**src/rtl/pipe_stage_skid.sv**
```systemverilog
// Elastic valid/ready pipeline stage with a 2-entry skid buffer, synchronous flush,
// optional zeroing of empty payload, occupancy output and saturating stall counter.
module pipe_stage_skid #(
  parameter int unsigned WIDTH         = 32,
  parameter bit          ZERO_ON_EMPTY = 1'b1,
  parameter int unsigned CNT_W         = 16
) (
  input  logic             clk_i,
  input  logic             rst_n_i,
  input  logic             in_valid_i,
  output logic             in_ready_o,
  input  logic [WIDTH-1:0] in_data_i,
  output logic             out_valid_o,
  input  logic             out_ready_i,
  output logic [WIDTH-1:0] out_data_o,
  input  logic             flush_i,
  output logic [1:0]       count_o,
  output logic [CNT_W-1:0] stall_cnt_o,
  input  logic             cnt_clr_i
);

  logic             r_main_v;
  logic             r_skid_v;
  logic [WIDTH-1:0] r_main_d;
  logic [WIDTH-1:0] r_skid_d;
  logic [CNT_W-1:0] r_stall_cnt;

  logic             w_accept;
  logic             w_drain;
  logic             w_stall;
  logic             w_stall_sat;
  logic             w_main_v_nxt;
  logic             w_skid_v_nxt;
  logic [WIDTH-1:0] w_main_d_nxt;
  logic [WIDTH-1:0] w_skid_d_nxt;
  logic [CNT_W-1:0] w_stall_cnt_nxt;

  // in_ready_o depends only on state, so out_ready_i never reaches it combinationally.
  assign in_ready_o  = ~r_skid_v;
  assign out_valid_o = r_main_v;
  assign out_data_o  = r_main_d;
  assign count_o     = {r_main_v & r_skid_v, r_main_v ^ r_skid_v};
  assign stall_cnt_o = r_stall_cnt;

  assign w_accept    = in_valid_i & in_ready_o;
  assign w_drain     = out_valid_o & out_ready_i;
  assign w_stall     = out_valid_o & ~out_ready_i;
  assign w_stall_sat = &r_stall_cnt;

  always_comb begin
    w_main_v_nxt = r_main_v;
    w_skid_v_nxt = r_skid_v;
    w_main_d_nxt = r_main_d;
    w_skid_d_nxt = r_skid_d;
    if (flush_i) begin
      w_main_v_nxt = 1'b0;
      w_skid_v_nxt = 1'b0;
      if (ZERO_ON_EMPTY) begin
        w_main_d_nxt = '0;
        w_skid_d_nxt = '0;
      end
    end else begin
      unique case ({r_main_v, r_skid_v})
        2'b00: begin
          if (w_accept) begin
            w_main_v_nxt = 1'b1;
            w_main_d_nxt = in_data_i;
          end
        end
        2'b10: begin
          if (w_accept && w_drain) begin
            w_main_d_nxt = in_data_i;
          end else if (w_accept) begin
            w_skid_v_nxt = 1'b1;
            w_skid_d_nxt = in_data_i;
          end else if (w_drain) begin
            w_main_v_nxt = 1'b0;
            if (ZERO_ON_EMPTY) begin
              w_main_d_nxt = '0;
            end
          end
        end
        2'b11: begin
          if (w_drain) begin
            w_main_d_nxt = r_skid_d;
            w_skid_v_nxt = 1'b0;
            if (ZERO_ON_EMPTY) begin
              w_skid_d_nxt = '0;
            end
          end
        end
        default: begin
          // Unreachable skid-only state; fall back to empty rather than emit a hole.
          w_main_v_nxt = 1'b0;
          w_skid_v_nxt = 1'b0;
        end
      endcase
    end
  end

  always_comb begin
    w_stall_cnt_nxt = r_stall_cnt;
    if (cnt_clr_i) begin
      w_stall_cnt_nxt = '0;
    end else if (w_stall && !w_stall_sat) begin
      w_stall_cnt_nxt = r_stall_cnt + CNT_W'(1);
    end
  end

  always_ff @(posedge clk_i or negedge rst_n_i) begin
    if (!rst_n_i) begin
      r_main_v    <= 1'b0;
      r_skid_v    <= 1'b0;
      r_main_d    <= '0;
      r_skid_d    <= '0;
      r_stall_cnt <= '0;
    end else begin
      r_main_v    <= w_main_v_nxt;
      r_skid_v    <= w_skid_v_nxt;
      r_main_d    <= w_main_d_nxt;
      r_skid_d    <= w_skid_d_nxt;
      r_stall_cnt <= w_stall_cnt_nxt;
    end
  end

endmodule
```
**config.mk**
```make
export PLATFORM = sky130hd
export DESIGN_NAME = pipe_stage_skid
export DESIGN_NICKNAME = d
export VERILOG_FILES = /design/src/rtl/pipe_stage_skid.sv
export SDC_FILE = /design/constraint.sdc
export NUM_CORES = 1
export LEC_CHECK = 0
export ABC_AREA = 1
export CAP_MARGIN = 15
export CORE_MARGIN = 5
export CORE_UTILIZATION = 30
export CTS_CLUSTER_SIZE = 8
export DETAILED_ROUTE_END_ITERATION = 7
export PLACE_DENSITY = 0.59
export SLEW_MARGIN = 20
export SYNTH_ARGS = -nofsm -noshare
export SYNTH_HDL_FRONTEND = slang
export SYNTH_SLANG_ARGS = --single-unit
```
**constraint.sdc**
```tcl
create_clock -name clk_i -period 2.1 [get_ports clk_i]
set_input_delay 0.21 -clock clk_i [delete_from_list [all_inputs] [get_ports clk_i]]
set_output_delay 0.21 -clock clk_i [all_outputs]
set_load 0.01 [all_outputs]
```
Yosys cells after proc, flatten, opt, wreduce, memory -nomap -nowiden
Index checks and enable logic that the tools add are counted.
W data, S select, Z words.
{ "totals": {"register_bits": 82, "inputBits": 38, "output_inout_bits": 52, "elab_cells": 58} }
{ "classes": {"addsub": 1, "n_eq_ne": 12, "n_mux": 21, "bitwise": 7, "reduce_logical": 12} }
{ "op_table": {"columns": ["cell", "count"], "rows": [
  ["$mux W32", 8],
  ["$pmux W32 S3", 1],
  ["$pmux W32 S2", 1],
  ["$mux W16", 2],
  ["$ne A3 B3 Y1 const B", 6],
  ["$add A16 B1 Y16 const B", 1],
  ["$reduce_and A16 Y1", 1],
  ["$reduce_and A5 Y1", 2],
  ["$ne A4 B4 Y1 const B", 2],
  ["$reduce_and A4 Y1", 2],
  ["$mux W1", 7],
  ["$pmux W1 S3", 2],
  ["$and A1 B1 Y1", 4],
  ["$eq A2 B2 Y1 const B", 2],
  ["$ne A2 B2 Y1 const B", 2],
  ["$reduce_bool A4 Y1", 1],
  ["$reduce_bool A3 Y1", 1],
  ["$logic_and A1 B1 Y1", 2],
  ["$logic_not A2 Y1", 1],
  ["$not A1 Y1", 2],
  ["$reduce_bool A2 Y1", 1],
  ["$logic_not A1 Y1", 1],
  ["$xor A1 B1 Y1", 1]
]} }

Longest topological paths before layout
Gate-level depths: netlist of the first run.
{ "depth": {"word_depth": 6, "mapped_depth": 11, "ltp_nobuf": 10} }

Worst setup path after synthesis of the first run
OpenSTA, ideal clock, no wires.
{ "synth_path": {"path_kind": "register to register", "start": "reg r_main_v, in the netlist out_valid_o", "end": "reg r_main_d[0], in the netlist out_data_o[0]", "arrival_ns": 1.637, "setup_slack_ns": 0.339, "path_stages_with_launch": 8, "period_less_slack_ns": 1.761, "path_cell_list": "dfrtp_1 -> ha_1 -> buf_2 -> nor3_4 -> nand2_2 -> nand4_1 -> buf_2 -> o21ai_1"} }
{ "synth_between": {"elab_chain_len": 5, "elab_cells_between_ends": 14, "cone_classes": "6 x eq/ne; 3 x mux; 1 x bitwise; 4 x reduce/logical"} }
{ "synth_lines": {"columns": ["item", "line", "text"], "rows": [
  ["from (decl)", "22", "logic r_main_v;"],
  ["from (signal assigned)", "118", "r_main_v <= w_main_v_nxt;"],
  ["$and A1 B1 Y1", "46", "assign w_drain = out_valid_o & out_ready_i;"],
  ["$logic_and A1 B1 Y1", "71", "if (w_accept && w_drain) begin"],
  ["$mux W32", "71", null],
  ["$pmux W32 S3", "63", "unique case ({r_main_v, r_skid_v})"],
  ["$mux W32", "55", "if (flush_i) begin"],
  ["to (signal assigned)", "120", "r_main_d <= w_main_d_nxt;"],
  ["to (decl)", "24", "logic [WIDTH-1:0] r_main_d;"]
]} }
Several ways; a longest one is shown, not always the timed one.
A chain may end at the register's enable or synchronous reset.

Worst setup path in the final report of the first run
{ "layout_path": {"start": "reg r_main_v, in the netlist out_valid_o", "end": "out count_o[1]"} }
{ "layout_between": {"elab_chain_len": 1} }
{ "layout_lines": {"columns": ["item", "line", "text"], "rows": [
  ["$and A1 B1 Y1", "42", "assign count_o = {r_main_v & r_skid_v, r_main_v ^ r_skid_v};"],
  ["to (decl)", "17", "output logic [1:0] count_o,"]
]} }
Every way passes these cells.

==> metrics, run 1 <==
CP Capture Type primary output; area share of fa/ha/maj cells after synthesis 0.0121; first-pass detailed-route iteration total 5; antenna viol nets, final 0; Yosys top cell by area dfrtp_1; vias in the first global route between 3,000 and 4,000; CTS root buf clkbuf_16; area delta synth->final 36.3%; Worst Path Max Fanout 17; final net count 634; via count roughly 3,800; vias per cell between 4 and 5; Hold WC Path Type in2async; core area around 14,000 sq um; status finished clean; count of unique library cells instantiated by Yosys 25; Peak VDD IR approximately 0.00048 V; Die Area about 16,000 sq um; layout cell share with drive strength beyond 1 0.0838; Yosys warning count 0; Post-Route Utilization 0.411; Post-synth EDFFs 0; top-area cell type share of the netlist area 0.496; CTS tree yes; Setup crit start kind flip-flop; Reg2Reg Depth 9; arrival time at the worst endpoint roughly 1800 ps; Worst path max stage delay approximately 560 ps; post-route clock period utilization 0.969; Row Count 43; top cells by count, synth nand2_1 (163), dfrtp_1 (82), nand3_1 (43), o21ai_0 (36); sequential fraction of the synthesis area 0.496; hold_ws roughly 400 ps; min Tclk post-route about 2000 ps; worst reg2reg endpoint r_skid_d[4]; gpl congestion about 0.79; Die X-Extent roughly 130 microns; Least-Margin Pin Slew about 780 ps; RSZ-0062 raised after global routing false; Avg Cell Area, Syn roughly 8.2 sq um; Ant. Diodes 0; Setup CP Type reg2out; antenna violations before repair 0; Overflow after GRT 0; number of max-cap violations 0; Fmax a little under 500 MHz; post-synthesis mux area share 0; post-route DRC violation count 0; post-synthesis simple-gate area fraction 0.284; Power Dens Cells ~1200 nW/um^2; Max clock buf depth 2; Gate Count Post-Synth a little over 500; relative slew slack 0.477; crit-path cells ha_4 > buf_6 > clkdlybuf4s50_1; reg2reg setup slack around 100 ps; first-pass GRT wire length between 15,000 and 20,000 microns; number of synthesized register bits around 80; die height roughly 130 microns; total track usage 0.151; DR iter-0 viols 245; Clock Latency Late Sink ~340 ps; Critical-path top delay cell clkdlybuf4s50_1; PortBufs 89; H-tree depth 3; Clk pin slew, worst setup/hold paths 60 ps; Clock Sinks a little over 80; largest net degree at the start of global routing 44; Fin. Hold Viols 0; leading cell type by number of instances after synthesis nand2_1; RR Startpoint r_skid_v; WL final around 12,000 microns; fin. max-slew vios 0; Setup Viol. Count Final 0; Async SR Flop Fraction 1.00; Req. time, crit path 1890 ps; largest family of logic cells by synthesized area simple AND/OR/NAND/NOR gates; CTS buffer count 9; ys flop type dfrtp_1; initial core utilization 0.302; post-synth net total roughly 550; IO Pins 90; P_leak approximately 2.5 nW; largest cells by area after synthesis dfrtp_1 (50%), nand2_1 (15%), a21boi_0 (5.8%); Synth Cell Area 4140 sq um; DR WL/cell roughly 15 microns; Post-DP HPWL 8020 microns; xor/xnor share of the synthesized area 0.00847; skew final 4.94 ps; Synth Area in Compound Gates 0.146; Setup Buffers After CTS 0
[sequential cells by signal, summed over array words and instances (netlist names)]
signal and flops:
r_skid_v 1, r_skid_d 32, stall_cnt_o 16, out_valid_o 1, out_data_o 32
[layer usage]
metal,global-route usage,wire length [microns],up-vias
met3,0.0318,687,13
met4,0.0587,185,0
met1,0.199,5190,1815
met5,0,0,-
met2,0.244,5650,108
li1,-,-,1846
[cells in the final DEF, fill, tap and decap left out, types with 2 or more instances in the layout]
cell and count:
inv_2 4, buf_4 6, clkdlybuf4s50_1 88, nand2_1 163
o21ai_1 31, dfrtp_1 81, clkbuf_1 2, or2_2 2
xor2_1 4, clkbuf_16 9, clkinvlp_4 2, nand3_1 43
inv_1 18, bufinv_16 2, nor2_1 23, nand2_2 3
nand4_1 17, o21bai_1 2, a21boi_0 32, nor2_4 6
buf_12 4, ha_1 2, a21oi_1 2, o21ai_0 36
nand3b_1 2
[timing repair]
item / in CTS / in global routing
hold buffers: 1 / 0
gates resized for setup: 5 / 4
gates cloned: 1 / 0
endpoints found under the setup margin: 17 / 65
hold endpoints to repair: 39 / 0
pin swaps: 1 / 3
[metrics by stage]
stage	cell area [sq um]	instances	total power, mW	setup slack, ps	setup TNS, ps
2_1_floorplan	4140	507	3.77	339	0
3_5_place_dp	5260	759	5.12	-48.4	-320
5_1_grt	5640	777	7.30	1.94	0
3_3_place_gp	5260	759	5.04	50.7	0
4_1_cts	5620	777	6.91	9.22	0
6_report	5640	777	6.84	65.9	0
[cell families after synthesis]
kind of cell / after synthesis
buffers and inverters: 50
AO/OA/AOI/OAI: 104
flip-flops: 82
XOR/XNOR: 4
AND/OR/NAND/NOR: 263
adder cells (fa/ha/maj): 4
[critical path, delay by kind of cell, from the launching register on]
kind	cells	cell delay (ps)
buffers and inverters	2	780
flip-flops	1	450
adder cells (fa/ha/maj)	1	260
[layout make-up]
class / count / area (sq um)
Timing Repair Buffer: 101 / 1040
Multi-Input combinational cell: 376 / 1910
Sequential cell: 82 / 2050
Tap cell: 180 / 225
Clock buffer: 12 / 246
Clock inverter: 4 / 75.1
Inverter: 22 / 82.6
Fill cell: 1368 / 8080
[report_power, final]
group | leakage (nW) | internal [mW] | switching, mW
combinational | 1.27 | 1.22 | 1.47
sequential | 1.09 | 2.13 | 0.309
clock | 0.149 | 1.07 | 0.634
[worst max path at each step]
stage	start	end	cells after the start
after detailed placement	flush_i	r_skid_d[26]	7
after global placement	flush_i	r_skid_d[8]	7
after CTS	r_skid_v	r_skid_d[4]	9
final	out_valid_o	count_o[1]	3
after floorplan	out_valid_o	out_data_o[0]	7
after global routing	out_valid_o	count_o[1]	3
No activity file was read; power rests on OpenSTA's default activity.
==> run 2: changes to the inputs <==
CORE_ASPECT_RATIO = 1.2   (was not set)
==> run 2 against run 1 <==
Net effect:
- final cell count is 0.77% lower
- clock power decreased by 6%
- setup slack gained 63 ps
- sequential share of layout area grew 0.27 points
- worst hold slack lost 53 ps
- first-iteration DRC count decreased by 13%
- total power shrank 2.1%
- global-route usage shrank 0.87 points
- via count down 1.1%
- clock skew increased by 5.2 ps
- die area barely moved
- core utilization shrank 0.10 points
==> metrics, run 2 (synthesis gave the netlist of run 1 again) <==
CTS tree yes; Fmax around 510 MHz; largest net degree at the start of global routing between 50 and 60; antenna viol nets, final 0; post-route clock period utilization 0.938; Worst path max stage delay around 440 ps; Seq. cell area approximately 2100 sq um; DR WL met3 approximately 850 microns; Sw Share 0.355; fin. max-slew vios 0; Max clock buf depth 2; arrival time at the worst endpoint 2190 ps; DR WL/cell around 15 microns; CTS buffer count 9; final net count about 640; area delta synth->final 35.2%; skew final 10.1 ps; post-route DRC violation count 0; RSZ-0062 raised after global routing false; total track usage 0.142; Multi-input gate area ~1900 sq um; setup TNS 0 ps; CTS root buf clkbuf_16; P_leak approximately 2.5 nW; Die X-Extent around 120 microns; first-pass GRT wire length 18,600 microns; most common cell after layout, fill and taps aside nand2_1; crit path buf inv count 2; Row Count 47; metal2 WL around 5500 microns; worst setup margin roughly 130 ps; CP Capture Type flip-flop; Setup crit start kind flip-flop; hold_ws ~350 ps; Setup CP Type reg2reg; CP delay by family, top simple AND/OR/NAND/NOR gates; Least-Margin Pin Slew approximately 800 ps; sequential fraction of design power 0.363; number of max-cap violations 0; reg2reg setup slack 130 ps; PortBufs slightly below 90; min Tclk post-route 1970 ps; Fillers around 1,400; Setup Viol. Count Final 0; Place WS around 37 ps; H-tree depth 3; DR iter-0 viols 213; core area roughly 14,000 sq um; crit-path most repeated cell buf_4; Critical-path top delay cell dfrtp_1; Clock Sinks just over 80; initial core utilization 0.303; layout cell share with drive strength beyond 1 0.0867; antenna violations before repair 0; Die Area 16,300 sq um; relative slew slack 0.480; vias per cell slightly below 5; Peak VDD IR about 0.00046 V; Clk pin slew, worst setup/hold paths roughly 70 ps; status finished clean; via count 3,740; clock group share of total power 0.241; Overflow after GRT 0; IO Pins 90; Post-DP HPWL between 8000 and 9000 microns; Req. time, crit path 2320 ps; combinational power share 0.397; crit-path cells ha_2 > buf_4 > nor3_4 > nand2_2 > nand4_1 > buf_4 > o21ai_1; Hold WC Path Type in2async; WL met1 roughly 5000 microns; vias in the first global route around 3,700; most frequent cells in the layout nand2_1 (163), clkdlybuf4s50_1 (88), dfrtp_1 (82); uppermost routed layer met4; die height ~140 microns; Power Dens Cells 1200 nW/um^2; first-pass detailed-route iteration total 4; Post-Route Utilization 0.410; Fin. Hold Viols 0; Clock Latency Late Sink 340 ps; WL final approximately 12,000 microns; Net Switching ~2.4 mW; gpl congestion 0.846; Worst Path Max Fanout 10; Ant. Diodes 0; Int Pwr 4.31 mW
[run 2: area by class of cell]
class                      count  share of cell area
clock buffer                  12              0.0459
clock inverter                 4             0.00895
inverter                      22              0.0148
multi-input combinational    376               0.338
sequential                    82               0.367
tap                          171              0.0383
timing repair buffer         104               0.187
[run 2: path summary, 6_finish.rpt]
check                          startpoint              end  cells past startpoint
max                           out_valid_o   out_data_o[28]                      7
min                               rst_n_i  stall_cnt_o[11]                      2
max reg2reg                   out_valid_o   out_data_o[28]                      7
min reg2reg                out_data_o[11]   out_data_o[11]                      2
max in group asynchronous         rst_n_i   out_data_o[21]                      3
min in group clk_i          in_data_i[14]     r_skid_d[14]                      3
[run 2: power groups by stage]
stage               combinational (mW)  clock [mW]  sequential [mW]
floorplan                         1.22           0             2.55
global placement                  2.61           0             2.43
detailed placement                2.65           0             2.45
CTS                               2.67        1.65             2.43
global route                      2.92        1.70             2.49
finish                            2.65        1.61             2.43
[run 2: repair_timing]
| item | CTS | global route |
|---|---|---|
| hold endpoints to repair | 29 | 0 |
| hold buffers | 1 | 0 |
| setup endpoints to repair | 0 | 32 |
| buffers inserted | 0 | 0 |
| gates resized for setup | 0 | 3 |
[run 2: metrics by stage]
step           power [mW]  std cells  instance area, sq um
3_3_place_gp         5.04        753                  5260
4_1_cts              6.74        770                  5580
6_report             6.69        771                  5590
5_1_grt              7.11        771                  5590
2_1_floorplan        3.77        507                  4140
3_5_place_dp         5.10        753                  5260
[run 2: layer usage]
metal	vias up	track usage
met5	-	0
met4	0	0.0477
met3	18	0.0480
met2	93	0.229
met1	1772	0.178
li1	1857	-
